## src/rtl/traffic_pkg.sv

```systemverilog
// traffic_pkg: light encoding shared between the traffic light controller
// and the traffic sensor model.
//   light_t       2-bit light code
//   LIGHT_GREEN   2'b00
//   LIGHT_YELLOW  2'b01
//   LIGHT_RED     2'b10 (2'b11 is also treated as red)
package traffic_pkg;

  typedef logic [1:0] light_t;

  localparam light_t LIGHT_GREEN  = 2'b00;
  localparam light_t LIGHT_YELLOW = 2'b01;
  localparam light_t LIGHT_RED    = 2'b10;

endpackage

```

## src/rtl/traffic_sensor_if.sv

```systemverilog
// traffic_sensor_if: street-side bundle between the light controller /
// vehicle source and the traffic sensor.
//   master: drives car_a, car_b, SA, SB; observes TA, TB, counts and flags
//   slave : the sensor; consumes arrivals and lights, reports queue state
interface traffic_sensor_if #(
  parameter int unsigned QUEUE_W = 4
);
  import traffic_pkg::*;

  logic               car_a;
  logic               car_b;
  light_t             SA;
  light_t             SB;
  logic               TA;
  logic               TB;
  logic [QUEUE_W-1:0] count_a;
  logic [QUEUE_W-1:0] count_b;
  logic               overflow_a;
  logic               overflow_b;
  logic               conflict;

  modport master (
    output car_a, car_b, SA, SB,
    input  TA, TB, count_a, count_b, overflow_a, overflow_b, conflict
  );

  modport slave (
    input  car_a, car_b, SA, SB,
    output TA, TB, count_a, count_b, overflow_a, overflow_b, conflict
  );

endinterface

```

## src/rtl/lane_queue.sv

```systemverilog
// lane_queue: one street's car queue.
//   clk, reset : clock, async active-high reset
//   car        : one-cycle arrival pulse (held high = one car per cycle)
//   light      : this street's light
//   present    : queue non-empty (combinational from the registered count)
//   count      : cars queued
//   overflow   : sticky, an arrival was dropped at full capacity
module lane_queue
  import traffic_pkg::*;
#(
  parameter int unsigned QUEUE_W       = 4,
  parameter int unsigned DEPART_CYCLES = 2
) (
  input  logic               clk,
  input  logic               reset,
  input  logic               car,
  input  light_t             light,
  output logic               present,
  output logic [QUEUE_W-1:0] count,
  output logic               overflow
);

  localparam int unsigned        TIMER_W    = 8;
  localparam logic [QUEUE_W-1:0] COUNT_MAX  = '1;
  localparam logic [TIMER_W-1:0] TIMER_LAST = TIMER_W'(DEPART_CYCLES - 1);

  logic [TIMER_W-1:0] r_timer;
  logic [QUEUE_W-1:0] r_count;
  logic               r_overflow;
  logic               w_draining;
  logic               w_depart;

  // Draining needs green and a car waiting, so an empty queue never departs.
  assign w_draining = (light == LIGHT_GREEN) && (r_count != '0);
  assign w_depart   = w_draining && (r_timer == TIMER_LAST);

  // Departure timer, queue count and sticky overflow.
  always_ff @(posedge clk or posedge reset) begin
    if (reset) begin
      r_timer    <= '0;
      r_count    <= '0;
      r_overflow <= 1'b0;
    end else begin
      // Leaving green or emptying discards partial progress.
      if (!w_draining || w_depart) r_timer <= '0;
      else                         r_timer <= r_timer + TIMER_W'(1);

      // Arrival and departure together cancel, even at full capacity.
      case ({car, w_depart})
        2'b10: begin
          if (r_count == COUNT_MAX) r_overflow <= 1'b1;
          else                      r_count    <= r_count + QUEUE_W'(1);
        end
        2'b01:   r_count <= r_count - QUEUE_W'(1);
        default: r_count <= r_count;
      endcase
    end
  end

  assign present  = (r_count != '0);
  assign count    = r_count;
  assign overflow = r_overflow;

endmodule

```

## src/rtl/traffic_sensor.sv

```systemverilog
// traffic_sensor: two street queues feeding the controller's TA/TB inputs,
// plus a sticky flag for an illegal both-green light condition.
//   clk, reset : clock, async active-high reset
//   bus        : traffic_sensor_if.slave (arrivals, lights in; TA/TB,
//                counts, overflow_a/b, conflict out)
module traffic_sensor
  import traffic_pkg::*;
#(
  parameter int unsigned QUEUE_W       = 4,
  parameter int unsigned DEPART_CYCLES = 2
) (
  input  logic             clk,
  input  logic             reset,
  traffic_sensor_if.slave  bus
);

  logic r_conflict;

  lane_queue #(
    .QUEUE_W       (QUEUE_W),
    .DEPART_CYCLES (DEPART_CYCLES)
  ) u_lane_a (
    .clk      (clk),
    .reset    (reset),
    .car      (bus.car_a),
    .light    (bus.SA),
    .present  (bus.TA),
    .count    (bus.count_a),
    .overflow (bus.overflow_a)
  );

  lane_queue #(
    .QUEUE_W       (QUEUE_W),
    .DEPART_CYCLES (DEPART_CYCLES)
  ) u_lane_b (
    .clk      (clk),
    .reset    (reset),
    .car      (bus.car_b),
    .light    (bus.SB),
    .present  (bus.TB),
    .count    (bus.count_b),
    .overflow (bus.overflow_b)
  );

  // Both-green is only reported; the lanes keep draining independently.
  always_ff @(posedge clk or posedge reset) begin
    if (reset)                                                 r_conflict <= 1'b0;
    else if ((bus.SA == LIGHT_GREEN) && (bus.SB == LIGHT_GREEN)) r_conflict <= 1'b1;
  end

  assign bus.conflict = r_conflict;

endmodule
```

## src/flat_wrapper.sv

```systemverilog
// flat-port wrapper written by rule: the top's interface ports become plain ports
module traffic_sensor_flat import traffic_pkg::*;
#(
  parameter int unsigned QUEUE_W       = 4,
  parameter int unsigned DEPART_CYCLES = 2
)
  (clk, reset, bus_car_a, bus_car_b, bus_SA, bus_SB, bus_TA, bus_TB, bus_count_a, bus_count_b, bus_overflow_a, bus_overflow_b, bus_conflict);
  traffic_sensor_if #(.QUEUE_W(QUEUE_W)) bus_i ();
  input  logic clk;
  input  logic reset;
  input wire logic [$bits(bus_i.car_a)-1:0] bus_car_a;
  input wire logic [$bits(bus_i.car_b)-1:0] bus_car_b;
  input wire logic [$bits(bus_i.SA)-1:0] bus_SA;
  input wire logic [$bits(bus_i.SB)-1:0] bus_SB;
  output wire logic [$bits(bus_i.TA)-1:0] bus_TA;
  output wire logic [$bits(bus_i.TB)-1:0] bus_TB;
  output wire logic [$bits(bus_i.count_a)-1:0] bus_count_a;
  output wire logic [$bits(bus_i.count_b)-1:0] bus_count_b;
  output wire logic [$bits(bus_i.overflow_a)-1:0] bus_overflow_a;
  output wire logic [$bits(bus_i.overflow_b)-1:0] bus_overflow_b;
  output wire logic [$bits(bus_i.conflict)-1:0] bus_conflict;
  assign bus_i.car_a = bus_car_a;
  assign bus_i.car_b = bus_car_b;
  assign bus_i.SA = bus_SA;
  assign bus_i.SB = bus_SB;
  assign bus_TA = bus_i.TA;
  assign bus_TB = bus_i.TB;
  assign bus_count_a = bus_i.count_a;
  assign bus_count_b = bus_i.count_b;
  assign bus_overflow_a = bus_i.overflow_a;
  assign bus_overflow_b = bus_i.overflow_b;
  assign bus_conflict = bus_i.conflict;
  traffic_sensor #(.QUEUE_W(QUEUE_W), .DEPART_CYCLES(DEPART_CYCLES)) u_core (.clk(clk), .reset(reset), .bus(bus_i));
endmodule
```

## config.mk

```make
export PLATFORM = sky130hd
export DESIGN_NAME = traffic_sensor_flat
export DESIGN_NICKNAME = d
export VERILOG_FILES = /design/src/rtl/traffic_pkg.sv /design/src/rtl/traffic_sensor_if.sv /design/src/rtl/lane_queue.sv /design/src/rtl/traffic_sensor.sv /design/src/flat_wrapper.sv
export SDC_FILE = /design/constraint.sdc
export NUM_CORES = 1
export LEC_CHECK = 0
export CORE_MARGIN = 1.5
export CORE_UTILIZATION = 50
export DETAILED_ROUTE_END_ITERATION = 8
export PLACE_DENSITY = 0.8
export RECOVER_POWER = 25
export SLEW_MARGIN = 20
export SYNTH_ARGS = -nofsm -noshare
export SYNTH_HDL_FRONTEND = slang
export SYNTH_SLANG_ARGS = --single-unit
```

## constraint.sdc

```tcl
create_clock -name clk -period 7.25 [get_ports clk]
set_clock_uncertainty 0.15 [all_clocks]
set_input_delay 0.725 -clock clk [delete_from_list [all_inputs] [get_ports clk]]
set_output_delay 0.725 -clock clk [all_outputs]
set_load 0.02 [all_outputs]
```

Word level (Yosys, flattened, before mapping)
Index checks and enable logic that the tools add are counted.
{"block": "totals", "in_bits": 8, "reg_bits": 27, "out_inout_bits": 13}
{"block": "classes", "reduce_logical": 19, "n_addsub": 6, "eq_ne": 10, "n_mux": 6}
{"cell": "8-bit by 1-bit adder with 8-bit output, second input constant", "n": 2}
{"cell": "8-bit by 1-bit == test with 1-bit output, second input constant", "n": 2}
{"cell": "8-bit two-way mux", "n": 2}
{"cell": "4-bit case mux with 2 select lines", "n": 2}
{"cell": "4-bit by 1-bit adder with 4-bit output, second input constant", "n": 2}
{"cell": "4-bit == test, second input constant", "n": 2}
{"cell": "4-bit two-way mux", "n": 2}
{"cell": "2-bit AND reduction", "n": 4}
{"cell": "4-bit nonzero test", "n": 2}
{"cell": "4-bit by 1-bit subtractor with 4-bit output, second input constant", "n": 2}
{"cell": "1-bit logical AND", "n": 5}
{"cell": "2-bit by 1-bit == test with 1-bit output, second input constant", "n": 2}
{"cell": "2-bit == test, second input constant", "n": 2}
{"cell": "2-bit logical NOT", "n": 2}
{"cell": "2-bit inequality test, second input constant", "n": 2}
{"cell": "2-bit nonzero test", "n": 2}
{"cell": "1-bit logical NOT", "n": 2}
{"cell": "1-bit logical OR", "n": 2}

Longest topological paths before layout
Gate-level depths: netlist of the first run.
{"block": "logic_depth", "word_depth": 6, "depth_mapped": 11, "mapped_depth_nobuf": 11}

By module
Synthesis of the first run repeated with hierarchy kept, for this count alone.
{"block": "unflattened", "hier_cells": 151, "area_unflattened_um2": 1587.8}
{"mod": "lane_queue (u_core.u_lane_b)", "area_per_inst_um2": 772.0, "cells_per_inst": 74, "seq_area_each_um2": 325.3, "instances": 1}
{"mod": "lane_queue (u_core.u_lane_a)", "area_per_inst_um2": 767.0, "cells_per_inst": 73, "seq_area_each_um2": 325.3, "instances": 1}
{"mod": "traffic_sensor", "area_per_inst_um2": 48.8, "cells_per_inst": 4, "seq_area_each_um2": 25.0, "instances": 1}

Worst setup path before layout of the first run
No wires, ideal clock.
{"block": "synth_timing", "path_kind": "in2reg", "startpoint": "in bus_SB[1]", "endpoint": "reg u_core.u_lane_b.r_count[3] (netlist: u_core.u_lane_b.count[3])", "required_time_ns": 7.020, "setup_slack_ns": 4.401, "arrival_ns": 2.619, "path_stages": 9, "setup_time_ns": 0.080, "path_cell_list": "nor2_1 nand4_4 or2_2 inv_1 ha_1 and3_1 or3_1 mux2i_1 xor2_1"}
{"block": "synth_between", "elab_chain_len": 6}
{"item": "start, declared", "line": "flat_wrapper.sv:14", "text": "input wire logic [$bits(bus_i.SB)-1:0] bus_SB;"}
{"item": "2-bit logical NOT *", "line": "lane_queue.sv:34", "text": "assign w_draining = (light == LIGHT_GREEN) && (r_count != '0);"}
{"item": "1-bit logical AND *", "line": "lane_queue.sv:34"}
{"item": "1-bit logical AND *", "line": "lane_queue.sv:35", "text": "assign w_depart = w_draining && (r_timer == TIMER_LAST);"}
{"item": "2-bit == test or 2-bit by 1-bit == test with 1-bit output (tied branches)", "line": "lane_queue.sv:49", "text": "case ({car, w_depart})"}
{"item": "2-bit inequality test (no line) or 2-bit nonzero test (tied branches)"}
{"item": "2-bit AND reduction (no line)"}
{"item": "end signal, assigned", "line": "lane_queue.sv:52", "text": "else r_count <= r_count + QUEUE_W'(1);"}
{"item": "end signal, assigned", "line": "lane_queue.sv:54", "text": "2'b01: r_count <= r_count - QUEUE_W'(1);"}
{"item": "end signal, assigned", "line": "lane_queue.sv:55", "text": "default: r_count <= r_count;"}
{"item": "end, declared", "line": "lane_queue.sv:28", "text": "logic [QUEUE_W-1:0] r_count;"}
Every way passes the cells marked *; elsewhere a longest branch is shown, timed or not.
A chain may end at the register's enable or synchronous reset.

Worst setup path after layout of the first run
Ends and elaborated chain as after synthesis.

==> qor.log, run 1 <==
[final_layout] Final Instance Count excl. Fillers 197
[global_routing] wire length of the first global-routing pass 5.16 mm
[critical_path] critical path data required time 7.35 ns
[sta] final hold violation count 0
[detailed_routing] per-cell routed wire length 14.6 um
[yosys] largest family of logic cells by synthesized area simple AND/OR/NAND/NOR gates
[clocking] number of CTS-inserted buffers 3
[power_and_ir_drop] power density over cell area 268 nW/um^2
[sta] top achievable clock speed 306 MHz
[detailed_routing] DRT iter0 DRCs 36
[placement] GPL Wtd Cong 0.865
[worst_hold_path] worst hold path type reg2reg
[yosys] Adder-Cell Fraction of Synth Area 9.23%
[clocking] total of hold buffers inserted after clock tree synthesis 0
[yosys] Simple-Gate Fraction of Synth Area 23.1%
[placement] Port-buffer cells 20
[sta] Setup TNS 0 ns
[power_and_ir_drop] internal power component 0.295 mW
[critical_path] length in cells of the worst reg-to-reg path 11
[detailed_routing] number of antenna-violating nets in the routed design 0
[die] starting density of the core 53.7%
[yosys] Cell Area, Synth 1520 sq um
[critical_path] crit start category primary input
[clocking] post-CTS sizing 0
[clocking] number of levels the H-tree was split into 1
[yosys] Warnings, synthesis 0
[final_layout] fraction of layout cells with a size suffix above 1 6.63%
[sta] clock period minus worst slack 3.27 ns
[final_layout] filler instances 247
[critical_path] CP max FO 9
[detailed_routing] remaining routing DRC violations 1
[yosys] net count after synthesis 162
[global_routing] met2 capacity usage during global routing 33.3%
[yosys] post-synth cell types 31
[critical_path] Worst path top cell family by delay simple AND/OR/NAND/NOR gates
[global_routing] global routing met3 resource utilization 2.23%
[power_and_ir_drop] largest vdd supply drop 0.162 mV
[critical_path] crit path buf inv count 2
[outcome] outcome finished, violations left
[final_layout] leading cell type in the layout, fill and taps excluded sky130_fd_sc_hd__dfrtp_1
[global_routing] number of global-route vias before repair 1194
[final_layout] most frequent cells in the layout sky130_fd_sc_hd__dfrtp_1, sky130_fd_sc_hd__clkdlybuf4s50_1, sky130_fd_sc_hd__nor2_1, sky130_fd_sc_hd__xor2_1, sky130_fd_sc_hd__inv_1
[sta] relative slew slack 31.8%
[sta] RSZ-0062 raised after global routing no
[yosys] average footprint of a synthesized cell 10.5 sq um
[job] Max-cap violations 0
[power_and_ir_drop] Net Switching 0.181 mW
[yosys] post-synthesis compound-gate area fraction 5.77%
[clocking] clock latency reported for the late side of the worst-skew pair 0.32 ns
[clocking] clock tree from TritonCTS done
[power_and_ir_drop] part of the total power dissipated in sequential elements 43.9%
[power_and_ir_drop] P_leak 0.847 nW
[clocking] buffer type at the clock tree root sky130_fd_sc_hd__clkbuf_4
[die] horizontal extent of the die 58.1 um
[die] floorplan die area 3380 sq um
[global_routing] met1 track utilization from global routing 26.6%
[critical_path] Levels on crit path 10
[sta] Worst Setup Slack, final 3.98 ns
[detailed_routing] Total Wirelength 2.88 mm
[placement] worst slack at placement 3.72 ns
[final_layout] number of antenna repair diodes 0
[critical_path] critical-path cell with the highest stage delay sky130_fd_sc_hd__clkdlybuf4s50_1
[sta] number of max-slew violations in the final report 0
[detailed_routing] via count 1088
[critical_path] chain of cells forming the critical path clkdlybuf4s50_1 > nor2_1 > nand4_4 > or2_2 > inv_1 > ha_1 > and3_1 > or3_1 > mux2i_1 > xor2_1
[detailed_routing] mean number of vias per cell 5.52
[sta] fraction of the cycle the final worst path needs 45.1%
[final_layout] Area growth syn-to-layout 17.1%
[outcome] violations in the final reports design-rule violations
[worst_hold_path] cell count of the worst hold path 1
[yosys] total of flip-flops plus latches after synthesis 27
[sta] Least-Margin Pin Slew 1.02 ns
[global_routing] busiest metal layer after global routing met2
[sta] Finish-stage setup viols 0
[final_layout] Post-layout nets 185
[die] num ports 21
[global_routing] pin count of the biggest net entering global routing 28
[critical_path] type of the worst setup path in2reg
[placement] number of placed cells counting well taps 193
[clocking] TritonCTS Sinks 27
[global_routing] total gr overflow 0
[critical_path] slowest cell delay on critical path 0.40 ns
[clocking] post-CTS setup-driven buffer insertion count 0
[placement] half-perimeter wire length after detailed placement 2.16 mm
[global_routing] Tot GR Track Use 19.4%
[critical_path] critical path arrival 3.37 ns
[power_and_ir_drop] part of the power in the clock network 14.0%
[power_and_ir_drop] Switching Fraction 38.0%
[yosys] multiplexer share of the synthesized area 3.95%
[die] Vert. Die Dim 58.1 um
[critical_path] Worst setup EP type register
[clocking] buffer levels on the longest clock path 2
[detailed_routing] number of iterations in the first detailed-routing pass 6
[yosys] fraction of synthesized cell area in xor and xnor cells 10.4%
[clocking] clock-pin slew on the worst setup and hold paths 0.15 ns
[die] standard cell core area 2830 sq um
[yosys] count of mapped cells out of synthesis 144
[power_and_ir_drop] Combinational Power Share 42.0%
[global_routing] initial antenna violation count 0
[die] count of standard-cell rows 19
[yosys] sequential-to-total area share from yosys stat 44.5%
state kept, by name, summed over array words and instances (netlist names):
signal / cells
u_core.u_lane_b.overflow: 1
u_core.u_lane_a.count: 4
u_core.u_lane_b.count: 4
u_core.u_lane_a.r_timer: 8
u_core.u_lane_a.overflow: 1
u_core.bus.conflict: 1
u_core.u_lane_b.r_timer: 8
stage by stage:
step / utilization [%] / power, mW / area [sq um] / hold slack (ns)
after floorplan: - / 0.329 / 1520 / 0.324
after global placement: 61.8 / 0.406 / 1750 / 0.313
after detailed placement: 61.8 / 0.412 / 1750 / 0.311
after CTS: 62.8 / 0.482 / 1780 / 0.355
after global routing: 62.8 / 0.510 / 1780 / 0.370
final: 62.8 / 0.476 / 1780 / 0.349
kinds of logic after synthesis:
group                      after synthesis
AOI/OAI and AO/OA                       12
xor gates and xnor gates                18
adders and majority gates               10
buffers and inverters                   12
DFF                                     27
muxes                                    6
and+or+nand+nor                         59
cell usage after synthesis (all sizes together):
cell    number  share of area, %
a22oi        3               1.5
o211ai       3               1.5
a21o         3               1.5
and3         8               3.4
nor4b        2               2.1
xnor2        7               4.0
fa           2               2.6
or3          2              0.82
inv         10               2.5
ha           8               6.6
and2         2              0.82
nand4        7               4.3
nor3         2              0.66
buf          2              0.66
o21ai        1              0.33
nand2        8               2.0
nor2b        1              0.41
o21bai       2              0.99
nand3        6               2.0
nor2        16               4.0
dfrtp       27                44
xor2        11               6.3
mux2i        6               4.0
or3b         1              0.58
or2          2              0.82
or4          2               1.2
power groups by stage:
stage	sequential [mW]	combinational, mW	clock, mW
2_1_floorplan	0.237	0.0918	0
3_3_place_gp	0.212	0.194	0
3_5_place_dp	0.212	0.200	0
4_1_cts	0.209	0.202	0.0713
5_1_grt	0.214	0.219	0.0765
6_report	0.209	0.200	0.0667
final timing paths:
path                                            start                         end  slack, ns
min in group asynchronous                       reset  u_core.u_lane_a.r_timer[2]       0.91
setup reg to reg           u_core.u_lane_a.r_timer[1]    u_core.u_lane_a.count[3]       4.13
hold reg to reg              u_core.u_lane_a.overflow    u_core.u_lane_a.overflow       0.35
setup / recovery                            bus_SB[1]    u_core.u_lane_b.count[3]       3.98
hold / removal               u_core.u_lane_a.overflow    u_core.u_lane_a.overflow       0.35
max in group asynchronous                       reset  u_core.u_lane_b.r_timer[5]       5.42
layer usage:
layer	wire length, um	vias to the layer above
met3	84	0
met1	1360	527
li1	-	539
met2	1440	22
met4	0	0
met5	0	-
area by class of cell:
class	count	area (sq um)	area share, %
repair buffers	20	200	11.3
flip-flops and latches	27	676	38.0
clock inverters	1	7.51	0.422
multi-input cells	105	796	44.8
clock buffers	3	22.5	1.27
well taps	31	38.8	2.18
inverters	10	37.5	2.11
Power figures use the tool's default switching activity.
==> run 2, diff against run 1 <==
Settings changed: CORE_UTILIZATION 50 to 48.
Clock period 7.25 ns to 2.79 ns, I/O delays scaled along.
==> run 2 against run 1 <==
  * The run now ends clean
  * Hold slack lost 0.046 ns
  * Die area is 4.0% higher
  * Via count is 8.0% higher
  * Combinational power rose to 3.0 times the previous value
  * First-iteration DRC count shrank 11%
  * Clock power grew to 2.6 times the previous value
  * Critical path depth grew 1
  * Worst setup slack worse by 3.9 ns
  * Sequential power grew to 2.6 times the previous value
  * Largest power group is now combinational logic
  * Highest routed layer is now met4
==> qor.log, run 2 (same netlist as run 1, synthesis figures left out) <==
[clocking] TritonCTS Sinks 27 [unchanged]
[sta] relative slew slack 56.7% [+25 points]
[clocking] number of CTS-inserted buffers 3 [unchanged]
[job] Max-cap violations 0 [unchanged]
[critical_path] origin of the critical flop-to-flop path u_core.u_lane_b.r_timer[1]
[critical_path] length in cells of the worst reg-to-reg path 11 [unchanged]
[final_layout] number of antenna repair diodes 0 [unchanged]
[clocking] buffer type at the clock tree root sky130_fd_sc_hd__clkbuf_4
[die] floorplan die area 3510 sq um [+4.0%]
[outcome] outcome completed
[clocking] clock latency reported for the late side of the worst-skew pair 0.33 ns [about the same]
[detailed_routing] via count 1175 [+8.0%]
[die] Vert. Die Dim 59.3 um [+2.0%]
[sta] clock period minus worst slack 2.68 ns
[clocking] buffer levels on the longest clock path 2 [unchanged]
[global_routing] number of global-route vias before repair 1184 [-0.84%]
[clocking] total of hold buffers inserted after clock tree synthesis 0 [unchanged]
[critical_path] reg-to-reg endpoint u_core.u_lane_b.count[3]
[power_and_ir_drop] Switching Fraction 37.8% [-0.22 points]
[detailed_routing] DRT iter0 DRCs 32 [-11%]
[placement] half-perimeter wire length after detailed placement 2.35 mm [+9.0%]
[detailed_routing] per-cell routed wire length 13.8 um [-5.6%]
[power_and_ir_drop] power density over cell area 669 nW/um^2 [+150%]
[detailed_routing] remaining routing DRC violations 0 [-1]
[die] standard cell core area 3030 sq um [+7.0%]
[sta] Finish-stage setup viols 0 [unchanged]
[sta] number of max-slew violations in the final report 0 [unchanged]
[critical_path] crit start category register
[placement] Port-buffer cells 20 [unchanged]
[die] horizontal extent of the die 59.3 um [+2.0%]
[critical_path] CP max FO 2 [-7]
[power_and_ir_drop] internal power component 0.818 mW [+180%]
[power_and_ir_drop] part of the total power dissipated in sequential elements 41.6% [-2.3 points]
[detailed_routing] mean number of vias per cell 5.20 [-5.9%]
[sta] Least-Margin Pin Slew 0.649 ns [-0.373 ns]
[final_layout] top flop regs u_core.u_lane_a.r_timer x8, u_core.u_lane_b.r_timer x8
[power_and_ir_drop] part of the power in the clock network 13.1% [-0.9 points]
[power_and_ir_drop] P_leak 0.930 nW [+9.9%]
[critical_path] critical path arrival 2.79 ns [-0.58 ns]
[clocking] clock-pin slew on the worst setup and hold paths 0.15 ns [about the same]
[die] num ports 21 [unchanged]
[global_routing] total gr overflow 0 [unchanged]
[die] count of standard-cell rows 20 [+1]
[sta] worst hold slack 0.303 ns [-0.0459 ns]
[final_layout] Post-layout nets 201 [+8.6%]
[detailed_routing] Total Wirelength 3.12 mm [+8.3%]
[die] starting density of the core 50.2% [-3.5 points]
[power_and_ir_drop] Combinational Power Share 45.3% [+3.3 points]
[clocking] clock tree from TritonCTS done
[global_routing] wire length of the first global-routing pass 5.18 mm [+0.39%]
[final_layout] Area growth syn-to-layout 29.3%
[global_routing] initial antenna violation count 0 [unchanged]
[final_layout] fraction of layout cells with a size suffix above 1 19.8% [+13 points]
[clocking] number of levels the H-tree was split into 1 [unchanged]
[placement] DP Area 1860 sq um [+6.2%]
[critical_path] critical path data required time 2.90 ns [-4.45 ns]
[critical_path] Worst setup EP type register
[sta] top achievable clock speed 373 MHz
[placement] GPL Wtd Cong 0.842 [-2.6%]
[final_layout] post-route cell area 1960 sq um [+10%]
[sta] RSZ-0062 raised after global routing yes
[worst_hold_path] worst hold path type in2async
[final_layout] leading cell type in the layout, fill and taps excluded sky130_fd_sc_hd__dfrtp_1
[power_and_ir_drop] largest vdd supply drop 0.377 mV [+130%]
[sta] final hold violation count 0 [unchanged]
[final_layout] most frequent cells in the layout sky130_fd_sc_hd__dfrtp_1, sky130_fd_sc_hd__clkdlybuf4s50_1, sky130_fd_sc_hd__nor2_1, sky130_fd_sc_hd__buf_4, sky130_fd_sc_hd__xor2_1
[critical_path] worst-case register-to-register setup slack 0.11 ns [-4.02 ns]
[sta] fraction of the cycle the final worst path needs 96.0%
[critical_path] type of the worst setup path reg2reg
[detailed_routing] number of iterations in the first detailed-routing pass 4 [-2]
[global_routing] pin count of the biggest net entering global routing 18 [-36%]
[power_and_ir_drop] Net Switching 0.497 mW [+170%]
[global_routing] Tot GR Track Use 19.9% [+0.49 points]
[detailed_routing] number of antenna-violating nets in the routed design 0 [unchanged]
==> run 2: layout make-up <==
cell class              instances  area [sq um]
multi-input cells             105           845
fillers                       258          1060
repair buffers                 36           320
inverters                      10          37.5
flip-flops and latches         27           679
clock inverters                 1          5.00
well taps                      44          55.1
clock buffers                   3          22.5
==> run 2: worst max-delay path by stage <==
stage / from / end
after detailed placement: u_core.u_lane_b.r_timer[1] / u_core.u_lane_b.count[3]
after floorplan: u_core.u_lane_b.count[1] / u_core.u_lane_b.count[3]
after CTS: u_core.u_lane_b.r_timer[0] / u_core.u_lane_b.count[3]
after global routing: u_core.u_lane_b.r_timer[1] / u_core.u_lane_b.count[3]
after global placement: u_core.u_lane_a.r_timer[1] / u_core.u_lane_a.count[3]
final: u_core.u_lane_b.r_timer[1] / u_core.u_lane_b.count[3]
==> run 2: timing repair <==
item / in CTS / in global routing
gates resized for setup: 2 / 7
gates cloned: 0 / 0
pin swaps: 0 / 2
hold endpoints to repair: 0 / 0
setup buffers: 1 / 4
endpoints found under the setup margin: 2 / 2
==> run 2: through the flow <==
| step | setup TNS, ns | power (mW) | setup WS [ns] | instances | util [%] |
|---|---|---|---|---|---|
| 5_1_grt | -0.0422 | 1.40 | -0.0383 | 226 | 64.9 |
| 3_5_place_dp | -0.0269 | 1.11 | -0.0269 | 217 | 61.3 |
| 3_3_place_gp | 0 | 1.09 | 0.0693 | 217 | 61.3 |
| 6_report | 0 | 1.31 | 0.111 | 226 | 64.9 |
| 4_1_cts | -0.0213 | 1.29 | -0.0213 | 222 | 62.9 |
| 2_1_floorplan | -0.00117 | 0.858 | -0.00117 | 144 | - |
==> run 2: power by group through the flow <==
stage          clock [mW]  combinational, mW  sequential (mW)
5_1_grt             0.189              0.651            0.557
4_1_cts             0.176              0.571            0.546
3_3_place_gp            0              0.542            0.544
3_5_place_dp            0              0.559            0.550
6_report            0.172              0.596            0.547
2_1_floorplan           0              0.239            0.619
==> run 2: routing by layer <==
metal	part of all wire, %	routed length (um)	vias up	global-route usage (%)
li1	-	-	570	-
met1	46	1440	586	27.4
met2	50	1580	15	32.2
met3	2.0	61	4	1.31
met4	1.5	46	0	8.77
met5	0	0	-	0
==> run 2: worst max-delay path, cell delays in order, from the launching register on <==
cell and delay, ns:
sky130_fd_sc_hd__dfrtp_1 0.41, sky130_fd_sc_hd__inv_1 0.06, sky130_fd_sc_hd__ha_1 0.14, sky130_fd_sc_hd__nor4b_4 0.27, sky130_fd_sc_hd__nand4_4 0.13, sky130_fd_sc_hd__or2_4 0.25
sky130_fd_sc_hd__inv_2 0.08, sky130_fd_sc_hd__ha_1 0.22, sky130_fd_sc_hd__and3_1 0.17, sky130_fd_sc_hd__or3_1 0.36, sky130_fd_sc_hd__mux2i_1 0.18, sky130_fd_sc_hd__xor2_1 0.17
